File: src/rtl/hazard_pkg.sv
// Shared constants for the hazard control unit: MIPS opcode/funct
// encodings consumed by the decoder and the stall FSM state encoding.
package hazard_pkg;

   localparam logic [5:0] RTYPE     = 6'b000000;
   localparam logic [5:0] BGEZ_BLTZ = 6'b000001;
   localparam logic [5:0] J         = 6'b000010;
   localparam logic [5:0] JAL       = 6'b000011;
   localparam logic [5:0] BEQ       = 6'b000100;
   localparam logic [5:0] BNE       = 6'b000101;
   localparam logic [5:0] BLEZ      = 6'b000110;
   localparam logic [5:0] BGTZ      = 6'b000111;
   localparam logic [5:0] SB        = 6'b101000;
   localparam logic [5:0] SH        = 6'b101001;
   localparam logic [5:0] SW        = 6'b101011;
   localparam logic [5:0] JR_FUNCT  = 6'b001000;

   typedef enum logic [1:0] {
      IDLE       = 2'd0,
      LOAD_STALL = 2'd1,
      BR_WAIT    = 2'd2
   } hz_state_e;

endpackage

File: src/rtl/hazard_decode.sv
// Operand-usage and control-flow decode of the instruction held in IF/ID.
// Unknown opcodes decode as a plain rs consumer that is not control flow.
module hazard_decode
   import hazard_pkg::*;
(
   input  logic [31:0] IFID_Instruction,
   output logic        uses_rs,
   output logic        uses_rt,
   output logic        is_ctrl,
   output logic [4:0]  rs,
   output logic [4:0]  rt
);

   logic [5:0] opcode_s;
   logic [5:0] funct_s;
   logic       unused_s;

   assign opcode_s = IFID_Instruction[31:26];
   assign funct_s  = IFID_Instruction[5:0];
   assign rs       = IFID_Instruction[25:21];
   assign rt       = IFID_Instruction[20:16];
   assign unused_s = ^IFID_Instruction[15:6];

   // Classify the opcode into register usage and control-flow flags.
   always_comb begin
      uses_rs = 1'b1;
      uses_rt = 1'b0;
      is_ctrl = 1'b0;
      case (opcode_s)
         RTYPE: begin
            uses_rt = 1'b1;
            if (funct_s == JR_FUNCT) begin
               is_ctrl = 1'b1;
            end else begin
               is_ctrl = 1'b0;
            end
         end
         BEQ, BNE: begin
            uses_rt = 1'b1;
            is_ctrl = 1'b1;
         end
         BGEZ_BLTZ, BLEZ, BGTZ: begin
            is_ctrl = 1'b1;
         end
         J, JAL: begin
            uses_rs = 1'b0;
            is_ctrl = 1'b1;
         end
         SW, SH, SB: begin
            uses_rt = 1'b1;
         end
         default: begin
            uses_rs = 1'b1;
            uses_rt = 1'b0;
            is_ctrl = 1'b0;
         end
      endcase
   end

endmodule

File: src/rtl/hazard_control_unit.sv
// Load-use and control hazard unit for the 5-stage MIPS pipeline.
// A counter-driven FSM stretches load bubbles and branch fetch suppression;
// outputs are combinational so a stall acts in the cycle it is detected.
// Optional build macro HAZARD_STATS_EN adds saturating stall-cycle counters.
module hazard_control_unit
   import hazard_pkg::*;
#(
   parameter int LOAD_LAT   = 1,
   parameter int BRANCH_LAT = 2,
   parameter int STATS_W    = 16
) (
   input  logic        Clk,
   input  logic        Reset,
   input  logic        IDEX_MemRead,
   input  logic [4:0]  IDEX_rt,
   input  logic [31:0] IFID_Instruction,
   input  logic        EX_BranchResolved,
`ifdef HAZARD_STATS_EN
   output logic [STATS_W-1:0] load_stall_cycles,
   output logic [STATS_W-1:0] branch_stall_cycles,
`endif
   output logic        hold_PC,
   output logic        hold_IFID,
   output logic        flush_IFID,
   output logic        flush_IDEX,
   output logic        busy
);

   if (LOAD_LAT < 1 || LOAD_LAT > 7 || BRANCH_LAT < 1 || BRANCH_LAT > 7 || STATS_W < 1) begin : g_bad_param
      $error("hazard_control_unit: parameter out of range");
   end

   logic        uses_rs_s, uses_rt_s, is_ctrl_s;
   logic [4:0]  rs_s, rt_s;
   logic        load_hz_s;
   logic        load_hold_s, br_hold_s;
   hz_state_e   state_q, state_d;
   logic [2:0]  cnt_q, cnt_d;

   hazard_decode u_decode (
      .IFID_Instruction (IFID_Instruction),
      .uses_rs          (uses_rs_s),
      .uses_rt          (uses_rt_s),
      .is_ctrl          (is_ctrl_s),
      .rs               (rs_s),
      .rt               (rt_s)
   );

   // A load hazard needs a real ($zero excluded) register the consumer reads.
   always_comb begin
      load_hz_s = IDEX_MemRead && (IDEX_rt != 5'd0) &&
                  ((uses_rs_s && (rs_s == IDEX_rt)) || (uses_rt_s && (rt_s == IDEX_rt)));
   end

   // Next-state, counter and stall outputs; Reset forces everything quiet.
   always_comb begin
      state_d     = state_q;
      cnt_d       = cnt_q;
      hold_PC     = 1'b0;
      hold_IFID   = 1'b0;
      flush_IFID  = 1'b0;
      flush_IDEX  = 1'b0;
      busy        = 1'b0;
      load_hold_s = 1'b0;
      br_hold_s   = 1'b0;
      if (Reset) begin
         state_d = IDLE;
         cnt_d   = 3'd0;
      end else begin
         busy = (state_q != IDLE);
         case (state_q)
            IDLE: begin
               if (load_hz_s) begin
                  hold_PC     = 1'b1;
                  hold_IFID   = 1'b1;
                  flush_IDEX  = 1'b1;
                  load_hold_s = 1'b1;
                  if (LOAD_LAT > 1) begin
                     state_d = LOAD_STALL;
                     cnt_d   = 3'(LOAD_LAT - 1);
                  end else begin
                     state_d = IDLE;
                  end
               end else if (is_ctrl_s) begin
                  hold_PC    = 1'b1;
                  flush_IFID = 1'b1;
                  br_hold_s  = 1'b1;
                  if (BRANCH_LAT > 1) begin
                     state_d = BR_WAIT;
                     cnt_d   = 3'(BRANCH_LAT - 1);
                  end else begin
                     state_d = IDLE;
                  end
               end else begin
                  state_d = IDLE;
               end
            end
            LOAD_STALL: begin
               hold_PC     = 1'b1;
               hold_IFID   = 1'b1;
               flush_IDEX  = 1'b1;
               load_hold_s = 1'b1;
               if (cnt_q <= 3'd1) begin
                  state_d = IDLE;
                  cnt_d   = 3'd0;
               end else begin
                  cnt_d   = cnt_q - 3'd1;
               end
            end
            BR_WAIT: begin
               flush_IFID = 1'b1;
               if (EX_BranchResolved) begin
                  // Let the resolved target land in the PC this cycle.
                  hold_PC = 1'b0;
                  state_d = IDLE;
                  cnt_d   = 3'd0;
               end else begin
                  hold_PC   = 1'b1;
                  br_hold_s = 1'b1;
                  if (cnt_q <= 3'd1) begin
                     state_d = IDLE;
                     cnt_d   = 3'd0;
                  end else begin
                     cnt_d   = cnt_q - 3'd1;
                  end
               end
            end
            default: begin
               state_d = IDLE;
               cnt_d   = 3'd0;
            end
         endcase
      end
   end

   // State and counter registers.
   always_ff @(posedge Clk) begin
      state_q <= state_d;
      cnt_q   <= cnt_d;
   end

`ifdef HAZARD_STATS_EN
   logic [STATS_W-1:0] load_cnt_q, load_cnt_d, br_cnt_q, br_cnt_d;

   // Saturating per-class stall-cycle counts.
   always_comb begin
      load_cnt_d = load_cnt_q;
      br_cnt_d   = br_cnt_q;
      if (Reset) begin
         load_cnt_d = {STATS_W{1'b0}};
         br_cnt_d   = {STATS_W{1'b0}};
      end else begin
         if (load_hold_s && (load_cnt_q != {STATS_W{1'b1}})) begin
            load_cnt_d = load_cnt_q + {{(STATS_W-1){1'b0}}, 1'b1};
         end else begin
            load_cnt_d = load_cnt_q;
         end
         if (br_hold_s && (br_cnt_q != {STATS_W{1'b1}})) begin
            br_cnt_d = br_cnt_q + {{(STATS_W-1){1'b0}}, 1'b1};
         end else begin
            br_cnt_d = br_cnt_q;
         end
      end
   end

   // Statistics registers.
   always_ff @(posedge Clk) begin
      load_cnt_q <= load_cnt_d;
      br_cnt_q   <= br_cnt_d;
   end

   assign load_stall_cycles   = load_cnt_q;
   assign branch_stall_cycles = br_cnt_q;
`else
   logic unused_stats_s;
   assign unused_stats_s = load_hold_s ^ br_hold_s;
`endif

endmodule

File: config.mk
export PLATFORM = sky130hd
export DESIGN_NAME = hazard_control_unit
export DESIGN_NICKNAME = d
export VERILOG_FILES = /design/src/rtl/hazard_pkg.sv /design/src/rtl/hazard_decode.sv /design/src/rtl/hazard_control_unit.sv
export SDC_FILE = /design/constraint.sdc
export NUM_CORES = 1
export LEC_CHECK = 0
export CAP_MARGIN = 25
export CORE_MARGIN = 1
export CORE_UTILIZATION = 37
export DETAILED_ROUTE_END_ITERATION = 12
export DONT_BUFFER_PORTS = 1
export SLEW_MARGIN = 40
export SYNTH_ARGS = -nofsm -noshare
export SYNTH_HDL_FRONTEND = slang
export SYNTH_SLANG_ARGS = --single-unit
File: constraint.sdc
create_clock -name Clk -period 5.35 [get_ports Clk]
set_input_delay 1.07 -clock Clk [delete_from_list [all_inputs] [get_ports Clk]]
set_output_delay 1.07 -clock Clk [all_outputs]
set_load 0.02 [all_outputs]
==> impl_metrics.tcl <==
set metrics [dict create \
    required_ns 4.28 \
    finalNetCount 118 \
    setup_viol 0 \
    holdWs_ns 0.481 \
    grt.overflow.total 0 \
    cts.clk_slew.worst_paths_ns 0.04 \
    clock_sinks 5 \
    ys_ff_latch 5 \
    grt_max_degree 11 \
    vias 528 \
    final_common_cell "xnor2_1" \
    mostFrequentLayoutCells "8 x xnor2_1, 6 x inv_1, 5 x nor2_1, 5 x nor3_1, 5 x dfxtp_1" \
    rsz0062_at_grt "false" \
    diodes 0 \
    grt_usage 0.159 \
    synth_area_um2 554 \
    cts-resized-gates 0 \
    fin_worst_skew_ns 0.00400 \
    post-route-period-util 0.669 \
    synth_cells 71 \
    hold_path.class "register to register" \
    worstPathArrival_ns 2.51 \
    cts_max_path_buffers 2 \
    drive_gt1_frac 0.135 \
    dr.pass1.iters 4 \
    ir_worst_vdd_mv 0.0447 \
    yosys_warnings 0 \
    die_w_um 40.7 \
    crit_fanout 3 \
    r2r-start "cnt_q[1]" \
    start_kind "primary input" \
    critPathKind "primary input to output pin" \
    grt_pass1_wl_um 1720 \
    wirelength_um 1180 \
    fmax_mhz 279 \
    ys_seq_area_frac 0.181 \
    tightest_slew_ns 0.579 \
    antenna_found_initial 0 \
    gp_congestion 0.707 \
    cellLeakagePower_nw 0.196 \
    route.detailed.drc 0 \
    io_pins 46 \
    drt_iter0_markers 14 \
    core_region_area_um2 1350 \
    hpwl_um 975 \
    ys.flop_type "dfxtp_1" \
    setup_tns_ns 0 \
    cp-end-kind "output pin" \
    num-fill-cells 148 \
    vias_per_cell 5.93 \
    port_buffers 0 \
    maxSlewViolCount 0 \
    clk_latency_ns 0.24 \
    cts_hold_buf 0 \
    grt_pass1_vias 459 \
    cts-root-buf "clkbuf_4" \
    power_mw 0.103 \
    ant_nets 0 \
    avgSynthCellArea_um2 7.81 \
    status "finished clean" \
    num_rows 13 \
    finalCriticalPeriod_ns 3.58 \
    tritoncts "built" \
    cellPowerDensity_nw_per_um2 174 \
    die_area_um2 1660 \
    final-hold-violation-count 0 \
    area_growth_pct 7.45 \
    r2r_setup_slack_ns 3.68 \
    hold_path.startpoint "cnt_q[1]" \
    cp-startpoint "IDEX_rt[1]" \
    post_cts_buffers 0 \
    maxCapViolCount 0 \
    synth_edf_count 0 \
    slew_headroom 0.609 \
    syn_nets 114 \
    wire_per_inst_um 13.3 \
    die_h_um 40.7 \
    synthDistinctLibCells 36 \
    start_util 0.411 \
    ys_async_sr_fraction 0 \
    cts_buffers 3 \
    htree_levels 1 \
]
## final timing paths
kind                endpoint  depth (start not counted)
setup / recovery  flush_IFID                          5
hold / removal      cnt_q[1]                          2
setup reg to reg    cnt_q[1]                          7
hold reg to reg     cnt_q[1]                          2
## state kept, by name, summed over array words and instances, names as in the netlist
register,cells
cnt_q,3
state_q,2
## power by group
part           internal (mW)  total, mW  leakage (nW)  switching [mW]
Clock                 0.0282     0.0436        0.0150          0.0154
Sequential            0.0381     0.0391        0.0405        0.000985
Combinational         0.0110     0.0208         0.140         0.00975
## area by class of cell
cell class	count	area, um2	area share
flip-flops and latches	5	100	0.168
repair buffers	1	7.51	0.0126
multi-input cells	58	420	0.706
clock buffers	4	26.3	0.0441
inverters	6	22.5	0.0378
well taps	15	18.8	0.0315
## metal layers
metal / vias to the layer above / wire length, um / share of wire / GRT usage
met5: - / 0 / 0 / 0
met4: 0 / 19 / 0.016 / 0.125
met3: 2 / 92 / 0.078 / 0.0272
met2: 26 / 542 / 0.46 / 0.266
met1: 236 / 526 / 0.45 / 0.177
li1: 264 / - / - / -
## stage by stage
| stage | area, um2 | setup WS (ns) | cells | util |
|---|---|---|---|---|
| 6_report | 596 | 1.77 | 89 | 0.441 |
| 5_1_grt | 596 | 1.64 | 89 | 0.441 |
| 4_1_cts | 596 | 1.74 | 89 | 0.441 |
| 3_5_place_dp | 569 | 1.75 | 85 | 0.422 |
| 3_3_place_gp | 569 | 1.75 | 85 | 0.422 |
| 2_1_floorplan | 554 | 1.68 | 71 | - |
## Yosys cell counts, types with 2 or more instances
cell,count,area (um2)
o21a_1,3,22.5
dfxtp_1,5,100
o22ai_1,2,12.5
o21ai_0,3,15.0
a21oi_1,2,10.0
nand2_1,3,11.3
ha_1,2,25.0
inv_1,6,22.5
xnor2_1,8,70.1
xor2_1,2,17.5
nor2_1,5,18.8
nor3_1,5,25.0
nor3b_1,2,15.0
## logic make-up (layout without fill, tap and decap cells)
logic type	count (synthesis)	after routing	share of synthesized area
buf+inv	8	11	0.0609
compound gates	19	19	0.260
simple gates	26	26	0.278
flops	5	5	0.181
mux	1	1	0.0181
fa+ha+maj	2	2	0.0451
xor+xnor	10	10	0.158
## worst max-delay path: stages
cell     delay (ns)
or4_1          0.50
o21ai_1        0.21
nor3b_1        0.11
nor3_1         0.34
o21a_1         0.28
No activity file was read; power rests on OpenSTA's default activity.
